--- src/rtl/accelshark_psg_regbank.sv ---
// PSG voice register bank: nybble-serial writes into shadow regs, frame-synced commit.
// Define PSG_READBACK_EN to build the shadow readback path on rd_nybble.
module accelshark_psg_regbank #(
  parameter int VOICES  = 4,
  parameter int PITCH_W = 8
) (
  input  logic                        clk,
  input  logic                        rst,
  input  logic                        ena,
  input  logic                        strobe,
  input  logic                        address,
  input  logic                        data_high,
  input  logic [3:0]                  da,
  input  logic                        frame_tick,
  output logic [VOICES-1:0]           voice_enable,
  output logic [3*VOICES-1:0]         voice_octave,
  output logic [PITCH_W*VOICES-1:0]   voice_pitch,
  output logic [4*VOICES-1:0]         voice_volume,
  output logic                        commit_pending,
  output logic [3:0]                  rd_nybble
);

  localparam logic [7:0] VEND = 8'(16 + 4 * VOICES);

  logic [7:0]         addr_q, addr_d;
  logic [3:0]         hold_q, hold_d;
  logic [1:0]         ctrl_q, ctrl_d;
  logic               pend_q, pend_d;
  logic [VOICES-1:0]  sh_en_q, sh_en_d;
  logic [VOICES-1:0]  ac_en_q, ac_en_d;
  logic [2:0]         sh_oct_q [VOICES];
  logic [2:0]         sh_oct_d [VOICES];
  logic [2:0]         ac_oct_q [VOICES];
  logic [2:0]         ac_oct_d [VOICES];
  logic [PITCH_W-1:0] sh_pit_q [VOICES];
  logic [PITCH_W-1:0] sh_pit_d [VOICES];
  logic [PITCH_W-1:0] ac_pit_q [VOICES];
  logic [PITCH_W-1:0] ac_pit_d [VOICES];
  logic [3:0]         sh_vol_q [VOICES];
  logic [3:0]         sh_vol_d [VOICES];
  logic [3:0]         ac_vol_q [VOICES];
  logic [3:0]         ac_vol_d [VOICES];

  logic [7:0] wb;
  logic [7:0] off;
  logic       awr, hwr, wr, cwr, fire, vsel;

  always_comb begin
    wb   = {hold_q, da};
    awr  = ena & strobe & address;
    hwr  = ena & strobe & ~address & data_high;
    wr   = ena & strobe & ~address & ~data_high;
    cwr  = wr & (addr_q == 8'h01);
    // a COMMIT write on the tick edge re-arms; the copy waits a frame
    fire = ena & frame_tick & pend_q & ~cwr;
    off  = addr_q - 8'h10;
    vsel = (addr_q >= 8'h10) && (addr_q < VEND);
  end

  always_comb begin
    addr_d  = addr_q;
    hold_d  = hold_q;
    ctrl_d  = ctrl_q;
    pend_d  = pend_q;
    sh_en_d = sh_en_q;
    ac_en_d = fire ? sh_en_q : ac_en_q;
    for (int v = 0; v < VOICES; v++) begin
      sh_oct_d[v] = sh_oct_q[v];
      sh_pit_d[v] = sh_pit_q[v];
      sh_vol_d[v] = sh_vol_q[v];
      ac_oct_d[v] = fire ? sh_oct_q[v] : ac_oct_q[v];
      ac_pit_d[v] = fire ? sh_pit_q[v] : ac_pit_q[v];
      ac_vol_d[v] = fire ? sh_vol_q[v] : ac_vol_q[v];
    end
    if (awr) begin
      if (data_high) addr_d[7:4] = da;
      else           addr_d[3:0] = da;
    end
    if (hwr) hold_d = da;
    if (fire) pend_d = 1'b0;
    if (wr) begin
      if (ctrl_q[0]) addr_d = addr_q + 8'h01;
      if (addr_q == 8'h00) ctrl_d = wb[1:0];
      if (cwr) pend_d = wb[0];
      for (int i = 0; i < VOICES; i++) begin
        if (addr_q == ((i < 8) ? 8'h02 : 8'h03)) begin
          sh_en_d[i] = wb[3'(i)];
          if (ctrl_q[1]) ac_en_d[i] = wb[3'(i)];
        end
      end
      for (int v = 0; v < VOICES; v++) begin
        if (vsel && off[5:2] == 4'(v)) begin
          unique case (off[1:0])
            2'd0: begin
              sh_pit_d[v][7:0] = wb;
              if (ctrl_q[1]) ac_pit_d[v][7:0] = wb;
            end
            2'd1: begin
              sh_oct_d[v] = wb[6:4];
              if (ctrl_q[1]) ac_oct_d[v] = wb[6:4];
              for (int k = 8; k < PITCH_W; k++) begin
                sh_pit_d[v][k] = wb[2'(k)];
                if (ctrl_q[1]) ac_pit_d[v][k] = wb[2'(k)];
              end
            end
            2'd2: begin
              sh_vol_d[v] = wb[3:0];
              if (ctrl_q[1]) ac_vol_d[v] = wb[3:0];
            end
            default: ;
          endcase
        end
      end
    end
  end

  always_ff @(posedge clk) begin
    if (rst) begin
      addr_q  <= '0;
      hold_q  <= '0;
      ctrl_q  <= '0;
      pend_q  <= 1'b0;
      sh_en_q <= '0;
      ac_en_q <= '0;
      for (int v = 0; v < VOICES; v++) begin
        sh_oct_q[v] <= '0;
        sh_pit_q[v] <= '0;
        sh_vol_q[v] <= '0;
        ac_oct_q[v] <= '0;
        ac_pit_q[v] <= '0;
        ac_vol_q[v] <= '0;
      end
    end else begin
      addr_q  <= addr_d;
      hold_q  <= hold_d;
      ctrl_q  <= ctrl_d;
      pend_q  <= pend_d;
      sh_en_q <= sh_en_d;
      ac_en_q <= ac_en_d;
      for (int v = 0; v < VOICES; v++) begin
        sh_oct_q[v] <= sh_oct_d[v];
        sh_pit_q[v] <= sh_pit_d[v];
        sh_vol_q[v] <= sh_vol_d[v];
        ac_oct_q[v] <= ac_oct_d[v];
        ac_pit_q[v] <= ac_pit_d[v];
        ac_vol_q[v] <= ac_vol_d[v];
      end
    end
  end

  always_comb begin
    voice_enable = ac_en_q;
    voice_octave = '0;
    voice_pitch  = '0;
    voice_volume = '0;
    for (int v = 0; v < VOICES; v++) begin
      voice_octave[3*v +: 3]             = ac_oct_q[v];
      voice_pitch[PITCH_W*v +: PITCH_W]  = ac_pit_q[v];
      voice_volume[4*v +: 4]             = ac_vol_q[v];
    end
  end

  assign commit_pending = pend_q;

`ifdef PSG_READBACK_EN
  logic [7:0] rb;
  logic [3:0] rd_q, rd_d;

  always_comb begin
    rb = 8'h00;
    if (addr_q == 8'h00) rb = {6'b0, ctrl_q};
    if (addr_q == 8'h01) rb = {7'b0, pend_q};
    for (int i = 0; i < VOICES; i++) begin
      if (addr_q == ((i < 8) ? 8'h02 : 8'h03)) rb[3'(i)] = sh_en_q[i];
    end
    for (int v = 0; v < VOICES; v++) begin
      if (vsel && off[5:2] == 4'(v)) begin
        unique case (off[1:0])
          2'd0: rb = sh_pit_q[v][7:0];
          2'd1: begin
            rb[6:4] = sh_oct_q[v];
            for (int k = 8; k < PITCH_W; k++) rb[2'(k)] = sh_pit_q[v][k];
          end
          2'd2: rb[3:0] = sh_vol_q[v];
          default: ;
        endcase
      end
    end
    rd_d = rd_q;
    if (ena) rd_d = data_high ? rb[7:4] : rb[3:0];
  end

  always_ff @(posedge clk) begin
    if (rst) rd_q <= '0;
    else     rd_q <= rd_d;
  end

  assign rd_nybble = rd_q;
`else
  assign rd_nybble = 4'h0;
`endif

endmodule

--- config.mk ---
export PLATFORM = sky130hd
export DESIGN_NAME = accelshark_psg_regbank
export DESIGN_NICKNAME = d
export VERILOG_FILES = /design/src/rtl/accelshark_psg_regbank.sv
export SDC_FILE = /design/constraint.sdc
export NUM_CORES = 1
export LEC_CHECK = 0
export CORE_MARGIN = 2
export CORE_UTILIZATION = 44
export CTS_CLUSTER_DIAMETER = 200
export DETAILED_ROUTE_END_ITERATION = 6
export PLACE_DENSITY = 0.79
export SETUP_SLACK_MARGIN = 0.5
export SKIP_LAST_GASP = 1
export SLEW_MARGIN = 20
export SYNTH_ARGS = -nofsm -noshare
export SYNTH_HDL_FRONTEND = slang
export SYNTH_SLANG_ARGS = --single-unit
export TNS_END_PERCENT = 30
--- constraint.sdc ---
create_clock -name clk -period 1.9 [get_ports clk]
set_clock_uncertainty 0.05 [all_clocks]
set_input_delay 0.285 -clock clk [delete_from_list [all_inputs] [get_ports clk]]
set_output_delay 0.285 -clock clk [all_outputs]
set_load 0.01 [all_outputs]
== Word-level counts from Yosys, hierarchy flattened ==
Memory sizes are Yosys's and may differ from the RTL's.
Index checks and enable logic that the tools add are counted.
Storage, ports and cells
  flip-flop bits (word level): 23
  RAM bits: 120
  input bits: 11
  output and inout port bits: 69
  word-level logic and storage cells: 192
  memories kept: 6
Memory list
  ac_pit_q: depth 4, width 8, read ports 4, clocked after memory_dff 0, wr ports 4, line 37  | logic [PITCH_W-1:0] ac_pit_q [VOICES];
  sh_pit_q: depth 4, width 8, read ports 4, clocked after memory_dff 0, wr ports 4, line 35  | logic [PITCH_W-1:0] sh_pit_q [VOICES];
  ac_vol_q: depth 4, width 4, read ports 4, clocked after memory_dff 0, wr ports 4, line 41  | logic [3:0] ac_vol_q [VOICES];
  sh_vol_q: depth 4, width 4, read ports 4, clocked after memory_dff 0, wr ports 4, line 39  | logic [3:0] sh_vol_q [VOICES];
  ac_oct_q: depth 4, width 3, read ports 4, clocked after memory_dff 0, wr ports 4, line 33  | logic [2:0] ac_oct_q [VOICES];
  sh_oct_q: depth 4, width 3, read ports 4, clocked after memory_dff 0, wr ports 4, line 31  | logic [2:0] sh_oct_q [VOICES];
Cells by class
  $add $sub $neg: 2
  $lt $le $gt $ge: 2
  equality and inequality tests: 7
  mux-type cells: 123
  bitwise logic cells: 36
  reduce and logical (&&, ||, !) cells: 10
Operator list (number)
  $mux W8: 35
  $mux W4: 36
  $mux W3: 32
  $mux W32: 2
  $mux W16: 2
  $mux W12: 2
  $or A1 B1 Y1: 24
  $mux W1: 14
  $and A1 B1 Y1: 9
  $add A8 B1 Y8 const B: 1
  $eq A4 B2 Y1 const B: 2
  $eq A8 B1 Y1 const B: 1
  $eq A8 B2 Y1 const B: 1
  $ge A8 B5 Y1 const B: 1
  $logic_not A8 Y1: 1
  $lt A8 B6 Y1 const B: 1
  $sub A6 B5 Y6 const B: 1
  $logic_and A1 B1 Y1: 5
  $eq A4 B1 Y1 const B: 1
  $logic_not A4 Y1: 1
  $reduce_and A2 Y1: 2
  $not A1 Y1: 3
  $eq A2 B1 Y1 const B: 1
  $eq A2 B2 Y1 const B: 1
  $logic_not A2 Y1: 1

== Longest topological paths before layout ==
  depth after elaboration: 12
  mapped depth: 7
  gate-level depth less buffers: 6

== Worst setup path before layout ==
No wires, ideal clock.
  path type: flip-flop to flip-flop
  start point: reg addr_q[5]
  end point: mem sh_pit_q[2][2]
  setup time: 0.128 ns
  arrival time: 1.787 ns
  data required time: 1.722 ns
  path slack: -0.065 ns
  cell stages (with the launch flop): 7
  buffers on the path: 2
  clock period less this slack: 1.965 ns
  cells stage by stage: dfxtp_1 -> buf_6 -> or3_1 -> buf_6 -> nor4_4 -> mux2i_1 -> nor2_1
RTL lines
  from (decl): line 25  | logic [7:0] addr_q, addr_d;
  from (signal assigned): line 134  | addr_q <= addr_d;
  to (decl): line 35

==> results.md <==
- Die footprint: ~16000 µm²
- RSZ-0062 raised after global routing: true
- GPL Wtd Cong: 0.899
- Antenna violations before repair: 1
- Number of global-route vias before repair: a little under 7000
- Initial drt markers: 1206
- Post-synthesis cell area: between 6000 and 7000 µm²
- Share of layout cells above drive strength 1: about 29%
- Crit-path cells: buf_6, nor4b_4, buf_6, buf_12, buf_4, nand4_1, buf_6, buf_12, a311oi_2
- # clock sinks: approximately 140
- Total CTS buffers: 17
- Max Root-Sink Buffers: 2
- CP Class: reg -> reg
- Routed WL: about 27 mm
- DRT Pass-1 Iters: 6
- CP Buf/Inv Count: 6
- Period utilization: 103%
- Ys flop type: dfxtp_1
- Final nets: about 900
- First-pass GRT wire length: between 30 and 40 mm
- PortBufs: 75
- Worst path slowest cell: dfxtp_2
- Mapped Cells: 750
- Syn avg cell area: slightly below 9 µm²
- Largest net degree at the start of global routing: 48
- Most used cell, CP: buf_6
- Layout Utilization: slightly below 70%
- Root buf cell: clkbuf_16
- Setup WS post-layout: -0.0656 ns
- PwrDens: 691 nW/µm²
- Number of distinct library cells after synthesis: between 40 and 50
- DP HPWL: between 10 and 15 mm
- Worst EP arrival: around 2.2 ns
- Max-cap violations: 0
- H-tree depth: 4
- Status: finished, violations left
- Die X: around 130 µm
- Die Y: between 100 and 150 µm
- GRT overflow: 0
- Synthesized flop and latch total: approximately 140
- Core area: between 10000 and 15000 µm²
- Row count: 44
- Clk slew on worst S/H paths: approximately 0.06 ns
- Placement Setup Slack: -0.278 ns
- # setup viols final: 12
- I/O Pins: 80
- Setup TNS: -0.255 ns
- DRC: 0
- Slew Viols, Final: 0
- Fmax: about 0.51 GHz
- Top delay family on crit path: buffers and inverters
- Worst setup SP type: flop
- Tot GR Track Use: between 20 and 30%
- Area Overhead vs Synth: 50.9%
- Wirelength per Cell: about 25 µm
- Failing checks: setup timing
- Commonest cells after routing, fill and taps aside: dfxtp_1, nor2_1, nand4_1
- Diode count: 0
- Initial core utilization: 45.1%
- Register area share after synthesis: 43.5%
- Fin crit period: just under 2 ns
- CTS tree: built
- CP max stage delay: between 0.3 and 0.4 ns
- Setup crit end kind: flop
- Final ANT Viol Nets: 0
- Vias: roughly 7400
- CP required: ~2.2 ns
- LEAKAGE: 3.52 nW
- Clock latency at the later pin of the worst-skew pair: around 0.43 ns
- Post-synth EDFFs: 0
- Peak supply drop: 0.502 mV
- Commonest non-fill, non-tap cell in the layout: dfxtp_1
- Hold_buf cts: 0
- Final hold violation count: 0
- Maximum fanout along the worst path: 9
- Number of vias per cell: 6.88
- Hold Crit Class: in -> reg
- Synth warn: 0
- FFs w/ async S/R, synth: 0%
## synthesized netlist by cell type (3+ instances only)
| cell type | count | area, µm² |
|---|---|---|
| inv_1 | 4 | 15.0 |
| nor2b_1 | 4 | 25.0 |
| mux2i_1 | 67 | 671 |
| buf_6 | 3 | 33.8 |
| and4_1 | 6 | 52.6 |
| nor3_1 | 6 | 30.0 |
| dfxtp_1 | 143 | 2860 |
| a211oi_1 | 6 | 45.0 |
| nand2_1 | 16 | 60.1 |
| a311oi_1 | 60 | 526 |
| nor4_2 | 3 | 37.5 |
| nor4_4 | 3 | 63.8 |
| ha_1 | 4 | 50.1 |
| and2_1 | 3 | 18.8 |
| nand4_1 | 81 | 507 |
| a31oi_1 | 4 | 25.0 |
| o21ai_0 | 69 | 345 |
| and3_1 | 5 | 31.3 |
| clkbuf_1 | 65 | 244 |
| a21oi_1 | 12 | 60.1 |
| buf_2 | 3 | 15.0 |
| nand3_1 | 6 | 30.0 |
| nor2_1 | 131 | 492 |
| a32oi_1 | 3 | 26.3 |
| buf_1 | 12 | 45.0 |
| buf_4 | 4 | 30.0 |
## power by group
group | switching, W | internal [W] | total, W
Sequential | 0.0000112 | 0.00300 | 0.00301
Combinational | 0.000253 | 0.000157 | 0.000410
Clock | 0.00125 | 0.00219 | 0.00344
Total | 0.00151 | 0.00535 | 0.00686
## repair_timing
| item | CTS | global route |
|---|---|---|
| resized for setup | 94 | 73 |
| buffers inserted | 19 | 12 |
| pin swaps | 29 | 20 |
| endpoints found under the setup margin | 208 | 203 |
| gates cloned | 12 | 4 |
## per-layer routing
metal | part of all wire, % | up-vias | wire [µm] | GRT usage, %
met3 | 12 | 168 | 3170 | 8.84
met1 | 36 | 3562 | 9670 | 37.6
li1 | - | 3058 | - | -
met4 | 5.9 | 2 | 1570 | 13.6
met2 | 46 | 626 | 12300 | 45.2
met5 | 0.049 | - | 13 | 0
## layout make-up
class / instances / area [µm²]
inverters: 4 / 20.0
fillers: 921 / 4660
repair buffers: 199 / 2370
clock buffers: 25 / 495
flip-flops and latches: 143 / 2880
clock inverters: 6 / 105
multi-input cells: 517 / 3820
well taps: 184 / 230
## final timing paths
path | end | startpoint | slack, ns | cells after the start
max reg2reg | ac_pit_q[3][6] | addr_q[6] | -0.07 | 9
min reg2reg | voice_enable[0] | voice_enable[0] | 0.44 | 2
max | ac_pit_q[3][6] | addr_q[6] | -0.07 | 9
min | ctrl_q[0] | rst | 0.18 | 2
## through the flow
step                total power, W  hold slack (ns)  cells  cell area (µm²)
floorplan                  0.00325            0.410    753             6640
global placement           0.00340            0.421   1000             8060
detailed placement         0.00340            0.432   1000             8060
CTS                        0.00679            0.171   1062             9430
global route               0.00702            0.189   1078             9930
finish                     0.00686            0.184   1078             9930
## worst register-to-register path: stages, from the launching register on
cell	delay [ns]
dfxtp_2	0.32
buf_6	0.12
nor4b_4	0.26
buf_6	0.15
buf_12	0.12
buf_4	0.11
nand4_1	0.11
buf_6	0.17
buf_12	0.14
a311oi_2	0.29
## registers in the layout, summed over array words and instances (netlist names)
name and cells:
ac_oct_q 12, ac_pit_q 32, ac_vol_q 16, addr_q 8, commit_pending 1, ctrl_q 2
hold_q 4, sh_en_q 4, sh_oct_q 12, sh_pit_q 32, sh_vol_q 16, voice_enable 4
## logic make-up after synthesis
kind of cell,Yosys count,synth area share [%]
adders and majority gates,4,0.761
and+or+nand+nor,280,22.9
DFF,143,43.5
other,1,0.0570
buffers and inverters,93,5.97
AOI/OAI and AO/OA,162,16.6
muxes,67,10.2
No activity file was read; power rests on OpenSTA's default activity.
